===== src/rtl/stoch_window_sequencer.sv =====
// Sequencer for one stochastic multiply: seeds the SNG datapath, skips pipeline fill, counts ones over a 2^win window.
// Optional signed bipolar result is built only when STOCH_BIPOLAR_EN is defined.
module stoch_window_sequencer #(
  parameter int OPW      = 4,
  parameter int MAX_LOG2 = 8,
  parameter int PIPE_LAT = 2
) (
  input  logic                  clk,
  input  logic                  rst_n,
  input  logic                  req_valid,
  output logic                  req_ready,
  input  logic [OPW-1:0]        req_a,
  input  logic [OPW-1:0]        req_b,
  input  logic [3:0]            req_win,
  input  logic                  abort,
  output logic                  dp_seed_load,
  output logic                  dp_en,
  output logic [OPW-1:0]        dp_a,
  output logic [OPW-1:0]        dp_b,
  input  logic                  dp_sn_bit,
  output logic                  busy,
  output logic                  res_valid,
  input  logic                  res_ready,
  output logic [MAX_LOG2:0]     res_ones,
  output logic [MAX_LOG2:0]     res_len,
  output logic [MAX_LOG2+1:0]   res_bipolar
);
  localparam int CW = MAX_LOG2 + 1;
  localparam int BW = MAX_LOG2 + 2;
  localparam logic [3:0] WMAX = 4'(MAX_LOG2);

  typedef enum logic [2:0] {S_IDLE, S_SEED, S_FILL, S_RUN, S_DONE} state_t;

  state_t          state_q;
  logic [CW-1:0]   cnt_q, ones_q, len_q, res_ones_q, res_len_q;
  logic [OPW-1:0]  a_q, b_q;
  logic            req_ready_q, busy_q, seed_q, en_q, res_valid_q;
  logic [3:0]      win_c;
  logic [CW-1:0]   len_d, ones_d;
  logic            kill;

  assign win_c  = (req_win > WMAX) ? WMAX : req_win;
  assign len_d  = CW'(1) << win_c;
  assign ones_d = ones_q + CW'(dp_sn_bit);
  // Abort only matters once an operation is in flight; in IDLE it must not block an accept.
  assign kill   = abort && (state_q != S_IDLE);

  always_ff @(posedge clk or posedge rst_n) begin
    if (rst_n) begin
      state_q     <= S_IDLE;
      cnt_q       <= '0;
      ones_q      <= '0;
      len_q       <= '0;
      res_ones_q  <= '0;
      res_len_q   <= '0;
      a_q         <= '0;
      b_q         <= '0;
      req_ready_q <= 1'b1;
      busy_q      <= 1'b0;
      seed_q      <= 1'b0;
      en_q        <= 1'b0;
      res_valid_q <= 1'b0;
    end else begin
      seed_q <= 1'b0;
      if (kill) begin
        state_q     <= S_IDLE;
        ones_q      <= '0;
        res_ones_q  <= '0;
        res_len_q   <= '0;
        req_ready_q <= 1'b1;
        busy_q      <= 1'b0;
        en_q        <= 1'b0;
        res_valid_q <= 1'b0;
      end else begin
        case (state_q)
          S_IDLE: if (req_valid) begin
            state_q     <= S_SEED;
            a_q         <= req_a;
            b_q         <= req_b;
            len_q       <= len_d;
            req_ready_q <= 1'b0;
            busy_q      <= 1'b1;
            seed_q      <= 1'b1;
          end
          S_SEED: begin
            en_q <= 1'b1;
            if (PIPE_LAT == 0) begin
              state_q <= S_RUN;
              cnt_q   <= len_q - CW'(1);
              ones_q  <= '0;
            end else begin
              state_q <= S_FILL;
              cnt_q   <= CW'(PIPE_LAT - 1);
            end
          end
          S_FILL: begin
            if (cnt_q == '0) begin
              state_q <= S_RUN;
              cnt_q   <= len_q - CW'(1);
              ones_q  <= '0;
            end else begin
              cnt_q <= cnt_q - CW'(1);
            end
          end
          S_RUN: begin
            ones_q <= ones_d;
            if (cnt_q == '0) begin
              state_q     <= S_DONE;
              en_q        <= 1'b0;
              res_valid_q <= 1'b1;
              res_ones_q  <= ones_d;
              res_len_q   <= len_q;
            end else begin
              cnt_q <= cnt_q - CW'(1);
            end
          end
          S_DONE: if (res_ready) begin
            state_q     <= S_IDLE;
            res_valid_q <= 1'b0;
            busy_q      <= 1'b0;
            req_ready_q <= 1'b1;
          end
          default: state_q <= S_IDLE;
        endcase
      end
    end
  end

`ifdef STOCH_BIPOLAR_EN
  logic [BW-1:0] bip_q;
  always_ff @(posedge clk or posedge rst_n) begin
    if (rst_n)                                bip_q <= '0;
    else if (kill)                            bip_q <= '0;
    else if (state_q == S_RUN && cnt_q == '0) bip_q <= {ones_d, 1'b0} - {1'b0, len_q};
  end
  assign res_bipolar = bip_q;
`else
  assign res_bipolar = '0;
`endif

  assign req_ready    = req_ready_q;
  assign busy         = busy_q;
  assign dp_seed_load = seed_q;
  assign dp_en        = en_q;
  assign dp_a         = a_q;
  assign dp_b         = b_q;
  assign res_valid    = res_valid_q;
  assign res_ones     = res_ones_q;
  assign res_len      = res_len_q;
endmodule


===== config.mk =====
export PLATFORM = sky130hd
export DESIGN_NAME = stoch_window_sequencer
export DESIGN_NICKNAME = d
export VERILOG_FILES = /design/src/rtl/stoch_window_sequencer.sv
export SDC_FILE = /design/constraint.sdc
export NUM_CORES = 1
export LEC_CHECK = 0
export BUFFER_PORTS_ARGS = -buffer_cell sky130_fd_sc_hd__buf_4
export CAP_MARGIN = 20
export CORE_MARGIN = 4
export CORE_UTILIZATION = 40
export CTS_BUF_LIST = sky130_fd_sc_hd__clkbuf_4 sky130_fd_sc_hd__clkbuf_8
export DETAILED_ROUTE_END_ITERATION = 10
export GPL_TIMING_DRIVEN = 1
export PLACE_DENSITY = 0.68
export SYNTH_ARGS = -nofsm -noshare
export SYNTH_HDL_FRONTEND = slang
export SYNTH_SLANG_ARGS = --single-unit

===== constraint.sdc =====
create_clock -name clk -period 2.7 [get_ports clk]
set_clock_uncertainty 0.1 [all_clocks]
set_input_delay 0.81 -clock clk [delete_from_list [all_inputs] [get_ports clk]]
set_output_delay 0.81 -clock clk [all_outputs]
set_load 0.05 [all_outputs]

# Yosys cells after proc, flatten, opt, wreduce, memory -nomap -nowiden
# Cells that the tools add are included.
# Widths: inputs -> output; s select.
[classes]
muxes = 36
n_shift = 1
n_reduce_logical = 19
add_sub_neg = 3
bitwise = 1
n_eq_ne = 9
n_lt_le_gt_ge = 1
[ops]
columns = ["op", "count"]
rows = [
  ["$mux 9", 10],
  ["$pmux 9 s3", 1],
  ["$pmux 9 s2", 1],
  ["$reduce_bool 3->1", 6],
  ["$sub 9x1->9 const B", 2],
  ["$mux 3", 5],
  ["$pmux 3 s5", 1],
  ["$mux 1", 13],
  ["$ne 3x3->1 const B", 4],
  ["$reduce_and 3->1", 4],
  ["$add 9x1->9", 1],
  ["$logic_not 9->1", 1],
  ["$shl 1x4->9 const A", 1],
  ["$pmux 1 s2", 4],
  ["$eq 3x2->1 const B", 2],
  ["$reduce_and 2->1", 3],
  ["$gt 4x4->1 const B", 1],
  ["$mux 4", 1],
  ["$reduce_and 4->1", 1],
  ["$reduce_bool 2->1", 2],
  ["$eq 3x1->1 const B", 1],
  ["$eq 3x3->1 const B", 1],
  ["$logic_not 3->1", 1],
  ["$ne 2x2->1 const B", 1],
  ["2 further kinds", 2],
]
[totals]
ff_bits = 61

# Depth between registers and ports, before layout
# Gate-level depths: netlist (run 1).
[depth]
word_depth = 4
mapped_depth = 8
mapped_depth_nobuf = 6

# Worst setup path before layout (run 1)
# OpenSTA, ideal clock, no wires.
[synth_path]
path_kind = "reg2reg"
startpoint = "register cnt_q[0]"
endpoint = "register res_len_q[0], in the netlist res_len[0]"
path_buffers = 2
setup_slack_ps = 471
arrival_ps = 2008
path_stages_with_launch = 9
synth_period_minus_slack_ps = 2229
cell_sequence = "dfrtp_1 inv_1 ha_1 or3b_1 clkbuf_1 nor4_4 a21oi_2 buf_2 a22o_1"
[synth_via]
elab_chain_len = 3
[synth_lines]
columns = ["item", "line_no", "text"]
rows = [
  ["from (decl)", "35", "logic [CW-1:0] cnt_q, ones_q, len_q, res_ones_q, res_len_q;"],
  ["from (signal assigned)", "89", "cnt_q <= len_q - CW'(1);"],
  ["from (signal assigned)", "93", "cnt_q <= CW'(PIPE_LAT - 1);"],
  ["from (signal assigned)", "99", "cnt_q <= len_q - CW'(1);"],
  ["$logic_not 9->1", "107", "if (cnt_q == '0) begin"],
  ["$reduce_bool 2->1 (no source line)", "-", ""],
  ["$reduce_and 2->1 (no source line)", "-", ""],
  ["to (signal assigned)", "112", "res_len_q <= len_q;"],
  ["to (decl)", "35", ""],
]
# No other way between the ends.
# A chain may end at the register's enable or synchronous reset.

# Worst setup path in the final report (run 1)
[layout_path]
startpoint = "register cnt_q[0]"
endpoint = "register res_ones_q[2], in the netlist res_ones[2]"
[layout_via]
elab_chain_len = 3
[layout_lines]
columns = ["item", "line_no", "text"]
rows = [
  ["$logic_not 9->1", "107", ""],
  ["$reduce_bool 2->1 (no source line)", "-", ""],
  ["$reduce_and 2->1 (no source line)", "-", ""],
  ["to (signal assigned)", "111", "res_ones_q <= ones_d;"],
  ["to (decl)", "35", ""],
]
# No other way between the ends.

==> results of run 1 <==
-- worst paths after layout --
kind / start / to / slack [ns]
max in group asynchronous: rst_n / state_q[0]$_DFFE_PP0P_ / 1.45
setup / recovery: cnt_q[0]$_DFFE_PP0P_ / res_ones[2]$_DFFE_PP0P_ / 0.26
setup reg to reg: cnt_q[0]$_DFFE_PP0P_ / res_ones[2]$_DFFE_PP0P_ / 0.26
min in group asynchronous: rst_n / dp_b[0]$_DFFE_PP0P_ / 0.46
hold reg to reg: req_ready$_DFFE_PP1P_ / req_ready$_DFFE_PP1P_ / 0.36
hold / removal: req_ready$_DFFE_PP1P_ / req_ready$_DFFE_PP1P_ / 0.36
-- where the power goes --
part | switching [uW] | total, uW | internal, uW
Clock | 371 | 740 | 369
Sequential | 219 | 1330 | 1110
Combinational | 1100 | 1730 | 629
Total | 1690 | 3800 | 2110
-- logic make-up (layout without fill, tap and decap cells) --
family / after synthesis / count (layout) / share of synthesized area
and+or+nand+nor: 88 / 88 / 0.172
AOI/OAI and AO/OA: 80 / 80 / 0.195
DFF: 61 / 61 / 0.487
buffers and inverters: 36 / 85 / 0.0578
muxes: 13 / 13 / 0.0455
xor gates and xnor gates: 9 / 9 / 0.0251
adders and majority gates: 4 / 4 / 0.0159
other: 1 / 10 / 0.00120
-- cell type report --
class	instances	area, sq um
Timing Repair Buffer	57	440
Sequential cell	61	1530
Tap cell	102	128
Clock buffer	11	145
Clock inverter	5	37.5
Multi-Input combinational cell	204	1460
Fill cell	732	3900
Inverter	12	45.0
-- synthesized netlist by cell type, drive strengths merged, types with 4 or more instances --
| library cell | count | area (sq um) |
|---|---|---|
| nand2 | 19 | 71.3 |
| a21oi | 4 | 23.8 |
| o31ai | 9 | 67.6 |
| buf | 16 | 106 |
| nand3 | 5 | 25.0 |
| xnor2 | 8 | 70.1 |
| nor2 | 11 | 41.3 |
| inv | 12 | 45.0 |
| nor4 | 9 | 105 |
| nand2b | 7 | 43.8 |
| a22o | 18 | 158 |
| a31oi | 5 | 31.3 |
| clkbuf | 8 | 30.0 |
| o21ai | 12 | 60.1 |
| or4 | 5 | 41.3 |
| ha | 4 | 50.1 |
| a21o | 4 | 30.0 |
| or3 | 6 | 37.5 |
| nor2b | 6 | 37.5 |
| dfrtp | 60 | 1500 |
| nor3 | 11 | 65.1 |
| mux2 | 10 | 113 |
-- worst register-to-register path, delay by kind of cell (launching register included) --
family                   cells  cell delay (ns)
AND/OR/NAND/NOR              2             0.97
AO/OA/AOI/OAI                2             0.54
adder cells (fa/ha/maj)      1             0.21
buffers and inverters        1             0.09
flip-flops                   1             0.42
-- metal layers --
metal,routed length [um],up-vias
met3,528,7
met2,3420,80
met4,59,0
li1,-,1177
met5,0,-
met1,3530,1220
-- metrics by stage --
| step | cell area [sq um] | power (uW) |
|---|---|---|
| global route | 3790 | 4030 |
| floorplan | 3170 | 2590 |
| finish | 3790 | 3800 |
| CTS | 3790 | 3820 |
| detailed placement | 3600 | 3070 |
| global placement | 3600 | 3060 |
-- flip-flops by register name (all words and copies together) (netlist names) --
signal / count
cnt_q: 9
len_q: 9
ones_q: 9
res_len: 9
res_ones: 9
dp_a: 4
dp_b: 4
state_q: 3
busy: 1
dp_en: 1
dp_seed_load: 1
req_ready: 1
res_valid: 1
==> impl_metrics.tcl, run 1 <==
set metrics [dict create \
    seq_area_frac_synth 0.487 \
    met2_usage 0.251 \
    die_y_um 96.6 \
    postRouteAntennaNets 0 \
    final.setup.tns_ns 0 \
    start_util 0.408 \
    vias_per_cell 5.50 \
    final_util 0.493 \
    synth_cells 292 \
    htreeDepth 3 \
    cts_hold_buf 0 \
    synth.avg_cell_area_sq_um 10.7 \
    rows 32 \
    cts_buffer_depth 2 \
    cp.required_ns 2.83 \
    insertion_delay_ns 0.34 \
    portBuffers 48 \
    synthesis.area_sq_um 3140 \
    cts_root_buf "clkbuf_8" \
    finalNonFillerCells 452 \
    yosysWarningCount 0 \
    cpMaxStageDelayCell "or3b_1" \
    cellLeakagePower_uw 0.00173 \
    yosys.cell_types.count 60 \
    cts_tree "yes" \
    layout_commonest_cell "dfrtp_1" \
    top_usage_layer "met2" \
    grtUsageMet1 0.249 \
    grt_pass1_vias 2380 \
    ctsResizeCount 0 \
    routabilityCongestion 0.872 \
    numCtsBuffers 9 \
    setup_violations 0 \
    dr.first_iter.drc_count 151 \
    maxSlewHeadroom 0.435 \
    layout_min_cycle_time_ns 2.44 \
    postCtsSetupBuffers 0 \
    grt_start_max_net_pins 33 \
    whs_path_depth 2 \
    slew_violations 0 \
    final_nets 367 \
    vdd_drop_max_mv 0.644 \
    hp-class "flip-flop to flip-flop" \
    drive_above_1_share 0.274 \
    layout_setup_ws_ns 0.261 \
    dp.cells 436 \
    rr_worst_depth 6 \
    path_buf_inv 1 \
    top_level_ports 59 \
    globalRoute.totalOverflow 0 \
    cp_slowest_stage_delay_ns 0.56 \
    power_density_nw_per_um2 1000 \
    route.detailed.drc 0 \
    synthFlopType "dfrtp_1" \
    groute.usage.overall 0.172 \
    path_class "flip-flop to flip-flop" \
    grt_pass1_wl_um 12200 \
    antenna_cells 0 \
    min_period_over_period 0.903 \
    dpl_worst_slack_ns 0.284 \
    tightest_slew_ns 0.848 \
    routed-via-count 2484 \
    path_depth 6 \
    core_sq_um 7690 \
    path_max_fanout 17 \
    synth_edf_count 0 \
    drt_pass1_iterations 4 \
    drv_cap 0 \
    status "completed" \
    path_clk_slew_ns 0.07 \
    end_kind "flip-flop" \
    grtUsageMet3 0.0542 \
    crit_arrival_ns 2.56 \
    layout_common_cells "dfrtp_1, buf_4, nand2_1" \
    max_freq_mhz 410 \
    synthArstFlopShare 1.00 \
    start_kind "flip-flop" \
    hold_viol_final 0 \
    wl_per_cell_um 16.7 \
    cts_num_sinks 61 \
    crit_family "simple AND/OR/NAND/NOR gates" \
    synth-seq-cells 61 \
    antenna_found_initial 0 \
    die_w_um 96.6 \
    die-area_sq_um 9330 \
    whs_ns 0.363 \
    wirelength_um 7530 \
    cp_cell_sequence "inv_1 -> ha_1 -> or3b_1 -> nor4_4 -> a21oi_2 -> a22o_1" \
    dp.final_hpwl_um 5460 \
    area_growth_pct 20.7 \
    grt_setup_unrepaired "no" \
]
No activity file was read; power rests on OpenSTA's default activity.
==> run 2, diff against run 1 <==
- CORE_ASPECT_RATIO: not set -> 2
==> impl_metrics.tcl, run 2 (synthesized netlist as in run 1, its figures left out) <==
set metrics [dict create \
    grt_pass1_wl_um 13000 \
    routabilityCongestion 0.948 \
    dpl_worst_slack_ns 0.327 \
    die-area_sq_um 9410 \
    area_growth_pct 21.4 \
    finalNonFillerCells 446 \
    layout_setup_ws_ns 0.309 \
    layout_common_cells "dfrtp_1, buf_4, nand2_1" \
    start_util 0.413 \
    maxSlewHeadroom 0.452 \
    die_y_um 133 \
    htreeDepth 3 \
    hp-class "flip-flop to flip-flop" \
    ctsResizeCount 0 \
    postRouteAntennaNets 0 \
    cts_hold_buf 0 \
    layout_commonest_cell "dfrtp_1" \
    min_period_over_period 0.886 \
    rows 45 \
    vias_per_cell 5.69 \
    power_density_nw_per_um2 1020 \
    drt_pass1_iterations 4 \
    start_kind "flip-flop" \
    route.detailed.drc 0 \
    hold_viol_final 0 \
    max_freq_mhz 418 \
    numCtsBuffers 9 \
    antenna_found_initial 0 \
    top_level_ports 59 \
    slew_violations 0 \
    end_kind "flip-flop" \
    status "completed" \
    cts_root_buf "clkbuf_8" \
    final.setup.tns_ns 0 \
    path_max_fanout 8 \
    insertion_delay_ns 0.35 \
    grt_pass1_vias 2631 \
    multi_input_area_sq_um 1460 \
    path_class "flip-flop to flip-flop" \
    dp.cells 430 \
    grt_start_max_net_pins 28 \
    cts_tree "yes" \
    rr_worst_depth 6 \
    dp.final_hpwl_um 6120 \
    groute.usage.overall 0.179 \
    fillers 709 \
    layout_min_cycle_time_ns 2.39 \
    finalInstanceArea_sq_um 3810 \
    vdd_drop_max_mv 0.671 \
    whs_path_depth 2 \
    portBuffers 48 \
    drive_above_1_share 0.278 \
    die_w_um 70.6 \
    tightest_slew_ns 0.823 \
    postCtsSetupBuffers 0 \
    cts_buffer_depth 2 \
    globalRoute.totalOverflow 0 \
    place_area_sq_um 3610 \
    seq_area_sq_um 1530 \
    routed-via-count 2536 \
    dr.first_iter.drc_count 146 \
    crit_arrival_ns 2.58 \
    path_clk_slew_ns 0.07 \
    wl_per_cell_um 17.9 \
    cts_num_sinks 61 \
    setup_violations 0 \
    core_sq_um 7600 \
    cp.required_ns 2.88 \
    grt_setup_unrepaired "no" \
    wirelength_um 8000 \
    drv_cap 0 \
    antenna_cells 0 \
    final_nets 369 \
    cellLeakagePower_uw 0.00176 \
]
run 2: cell types whose count changed in the layout (fill, tap and decap cells not counted), sizes merged:
cell | before | now
clkinvlp | 2 | 1
clkinv | 3 | 2
clkbuf | 11 | 12
bufinv | 0 | 1
buf | 57 | 59
run 2: per-stage QoR:
step | total power (uW) | utilization | hold slack, ns
2_1_floorplan | 2590 | - | 0.370
3_3_place_gp | 3040 | 0.475 | 0.350
3_5_place_dp | 3070 | 0.475 | 0.355
4_1_cts | 3910 | 0.501 | 0.371
5_1_grt | 4110 | 0.501 | 0.396
6_report | 3880 | 0.501 | 0.364
run 2: layout make-up:
| cell class | count | share of cell area |
|---|---|---|
| multi-input cells | 204 | 0.384 |
| clock buffers | 12 | 0.0401 |
| well taps | 94 | 0.0309 |
| flip-flops and latches | 61 | 0.401 |
| inverters | 12 | 0.0118 |
| repair buffers | 59 | 0.120 |
| clock inverters | 4 | 0.0125 |
run 2: report_power, final:
part	total [uW]	leakage (uW)	switching, uW	internal, uW
clock network	826	0.000103	358	469
registers	1340	0.000812	226	1110
logic	1720	0.000843	1110	616
total	3880	0.00176	1690	2200
run 2: metal layers:
| metal | routed length [um] | track usage | vias to the layer above |
|---|---|---|---|
| met5 | 0 | 0 | - |
| met4 | 462 | 0.133 | 0 |
| met3 | 321 | 0.0370 | 30 |
| met2 | 4400 | 0.320 | 82 |
| met1 | 2820 | 0.175 | 1236 |
| li1 | - | - | 1188 |
run 2: worst max-delay path, cell delays in order, from the launching register on:
cell and delay (ns):
dfrtp_1 0.41, inv_1 0.09, ha_1 0.20, or3b_1 0.56
or4_4 0.58, a31oi_1 0.25, a41o_1 0.14
run 2: path summary, 6_finish.rpt:
path | start | slack [ns] | to
min in group asynchronous | rst_n | 0.40 | res_len[3]$_DFFE_PP0P_
max reg2reg | cnt_q[0]$_DFFE_PP0P_ | 0.31 | cnt_q[6]$_DFFE_PP0P_
min reg2reg | req_ready$_DFFE_PP1P_ | 0.36 | req_ready$_DFFE_PP1P_
max in group asynchronous | rst_n | 1.51 | cnt_q[3]$_DFFE_PP0P_
min | req_ready$_DFFE_PP1P_ | 0.36 | req_ready$_DFFE_PP1P_
max | cnt_q[0]$_DFFE_PP0P_ | 0.31 | cnt_q[6]$_DFFE_PP0P_
==> run 3, diff against run 2 <==
- ABC_AREA: not set -> 1
- CTS_BUF_LIST: sky130_fd_sc_hd__clkbuf_4 sky130_fd_sc_hd__clkbuf_8 -> sky130_fd_sc_hd__clkbuf_16
==> impl_metrics.tcl, run 3 <==
set metrics [dict create \
    grt_start_max_net_pins 62 \
    ctsResizeCount 0 \
    synthArstFlopShare 1.00 \
    yosysMostFrequentCell "nand2_1" \
    routabilityCongestion 0.877 \
    status "completed" \
    yosys.area.top_type_share 0.472 \
    rr_worst_depth 9 \
    wl_per_cell_um 13.6 \
    path_class "input pin to flip-flop" \
    htreeDepth 3 \
    end_kind "flip-flop" \
    synth_common_cells "nand2_1, dfrtp_1, nand3_1" \
    start_util 0.415 \
    wirelength_um 7670 \
    grt_setup_unrepaired "no" \
    area_growth_pct 21.8 \
    top_level_ports 59 \
    drv_cap 0 \
    synthesis.area_sq_um 3180 \
    start_kind "input pin" \
    drt_pass1_iterations 4 \
    globalRoute.totalOverflow 0 \
    yosysWarningCount 0 \
    grt_pass1_wl_um 13000 \
    final.setup.tns_ns 0 \
    antenna_cells 0 \
    final_nets 487 \
    synth_cells 409 \
    seq_area_frac_synth 0.481 \
    hp-class "flip-flop to flip-flop" \
    cp_cell_sequence "buf_4 -> ha_1 -> ha_1 -> nand2_1 -> nor2_1 -> nand2_1 -> o21ai_0 -> nand3_1 -> o21ai_0" \
    total_power_uw 4340 \
    yosys.cell_types.count 32 \
    cp.required_ns 2.85 \
    cts_buffer_depth 2 \
    yosys.area.top_type "dfrtp_1" \
    layout_commonest_cell "nand2_1" \
    postRouteAntennaNets 0 \
    crit_arrival_ns 2.14 \
    drive_above_1_share 0.183 \
    core_sq_um 7660 \
    groute.usage.overall 0.175 \
    crit_start "dp_sn_bit" \
    synth_edf_count 0 \
    dr.first_iter.drc_count 154 \
    antenna_found_initial 0 \
    cts_num_sinks 61 \
    synthFlopType "dfrtp_1" \
    synth-seq-cells 61 \
    cts_root_buf "clkbuf_16" \
    grt_pass1_vias 2815 \
    layout_min_cycle_time_ns 1.99 \
    path_depth 9 \
    max_freq_mhz 502 \
    cts_hold_buf 0 \
    numCtsBuffers 9 \
    insertion_delay_ns 0.33 \
    crit_family "simple AND/OR/NAND/NOR gates" \
    layout_common_cells "nand2_1, dfrtp_1, buf_4" \
    r2r_start "cnt_q[0]$_DFFE_PP0P_" \
    synth_area_leaders "dfrtp_1, nand2_1, nand3_1, inv_1, nor2_1" \
    path_max_fanout 5 \
    die-area_sq_um 9530 \
    vias_per_cell 4.97 \
    min_from "dp_a[1]$_DFFE_PP0P_" \
    multi_input_area_sq_um 1420 \
    power_density_nw_per_um2 1120 \
    cpMaxStageDelayCell "nor2_1" \
    min_period_over_period 0.737 \
    cp_slowest_stage_delay_ns 0.27 \
    synth.avg_cell_area_sq_um 7.77 \
    whs_path_depth 2 \
    cellLeakagePower_uw 0.00206 \
    setup_violations 0 \
    dp.final_hpwl_um 5720 \
    routed-via-count 2798 \
    slew_violations 0 \
    die_w_um 71.0 \
    postCtsSetupBuffers 0 \
    fillers 777 \
    hold_viol_final 0 \
    cts_tree "yes" \
    path_clk_slew_ns 0.05 \
    vdd_drop_max_mv 0.598 \
    rows 45 \
    portBuffers 48 \
    route.detailed.drc 0 \
    path_buf_inv 1 \
    seq_area_sq_um 1530 \
    die_y_um 134 \
]
run 3: path summary, 6_finish.rpt:
path	to	slack [ns]
worst max-delay path	res_ones[6]$_DFFE_PP0P_	0.71
worst max register to register	ones_q[4]$_DFFE_PP0P_	0.72
max in group asynchronous	req_ready$_DFFE_PP1P_	1.76
worst min-delay path	dp_a[1]$_DFFE_PP0P_	0.37
worst min register to register	dp_a[1]$_DFFE_PP0P_	0.37
min in group asynchronous	res_ones[0]$_DFFE_PP0P_	0.44
run 3: cell families (layout without fill, tap and decap cells):
kind of cell,after synthesis,in the layout,share of synthesized area
simple gates,236,236,0.327
flops,61,61,0.481
compound gates,44,44,0.0775
other cells,1,10,0.00118
buf+inv,58,109,0.0842
fa+ha+maj,4,4,0.0157
xor+xnor,5,5,0.0138
run 3: worst min-delay path, stage by stage, from the launching register on:
cell,delay (ns)
dfrtp_1,0.34
nand2_1,0.05
nand2_1,0.05
run 3: stage by stage:
stage	hold slack [ns]	util	cells	setup slack [ns]	area [sq um]
after floorplan	0.346	-	418	0.279	3210
after global placement	0.359	0.473	548	0.466	3620
after detailed placement	0.364	0.473	548	0.410	3620
after CTS	0.381	0.506	563	0.709	3870
after global routing	0.389	0.506	563	0.517	3870
final	0.373	0.506	563	0.710	3870
run 3: metal layers:
| metal | track usage | part of all wire | up-vias |
|---|---|---|---|
| met1 | 0.170 | 0.36 | 1305 |
| met4 | 0.0931 | 0.032 | 0 |
| met2 | 0.331 | 0.56 | 77 |
| met3 | 0.0405 | 0.040 | 21 |
| li1 | - | - | 1395 |
| met5 | 0 | 0 | - |
run 3: power breakdown:
group	internal (uW)	switching (uW)
Clock	594	385
Sequential	1130	168
Combinational	626	1430
Total	2350	1980
run 3: layout make-up:
class / instances / area share
Timing Repair Buffer: 52 / 0.104
Multi-Input combinational cell: 299 / 0.366
Clock buffer: 9 / 0.0582
Sequential cell: 61 / 0.395
Clock inverter: 6 / 0.00582
Tap cell: 94 / 0.0304
Inverter: 42 / 0.0407
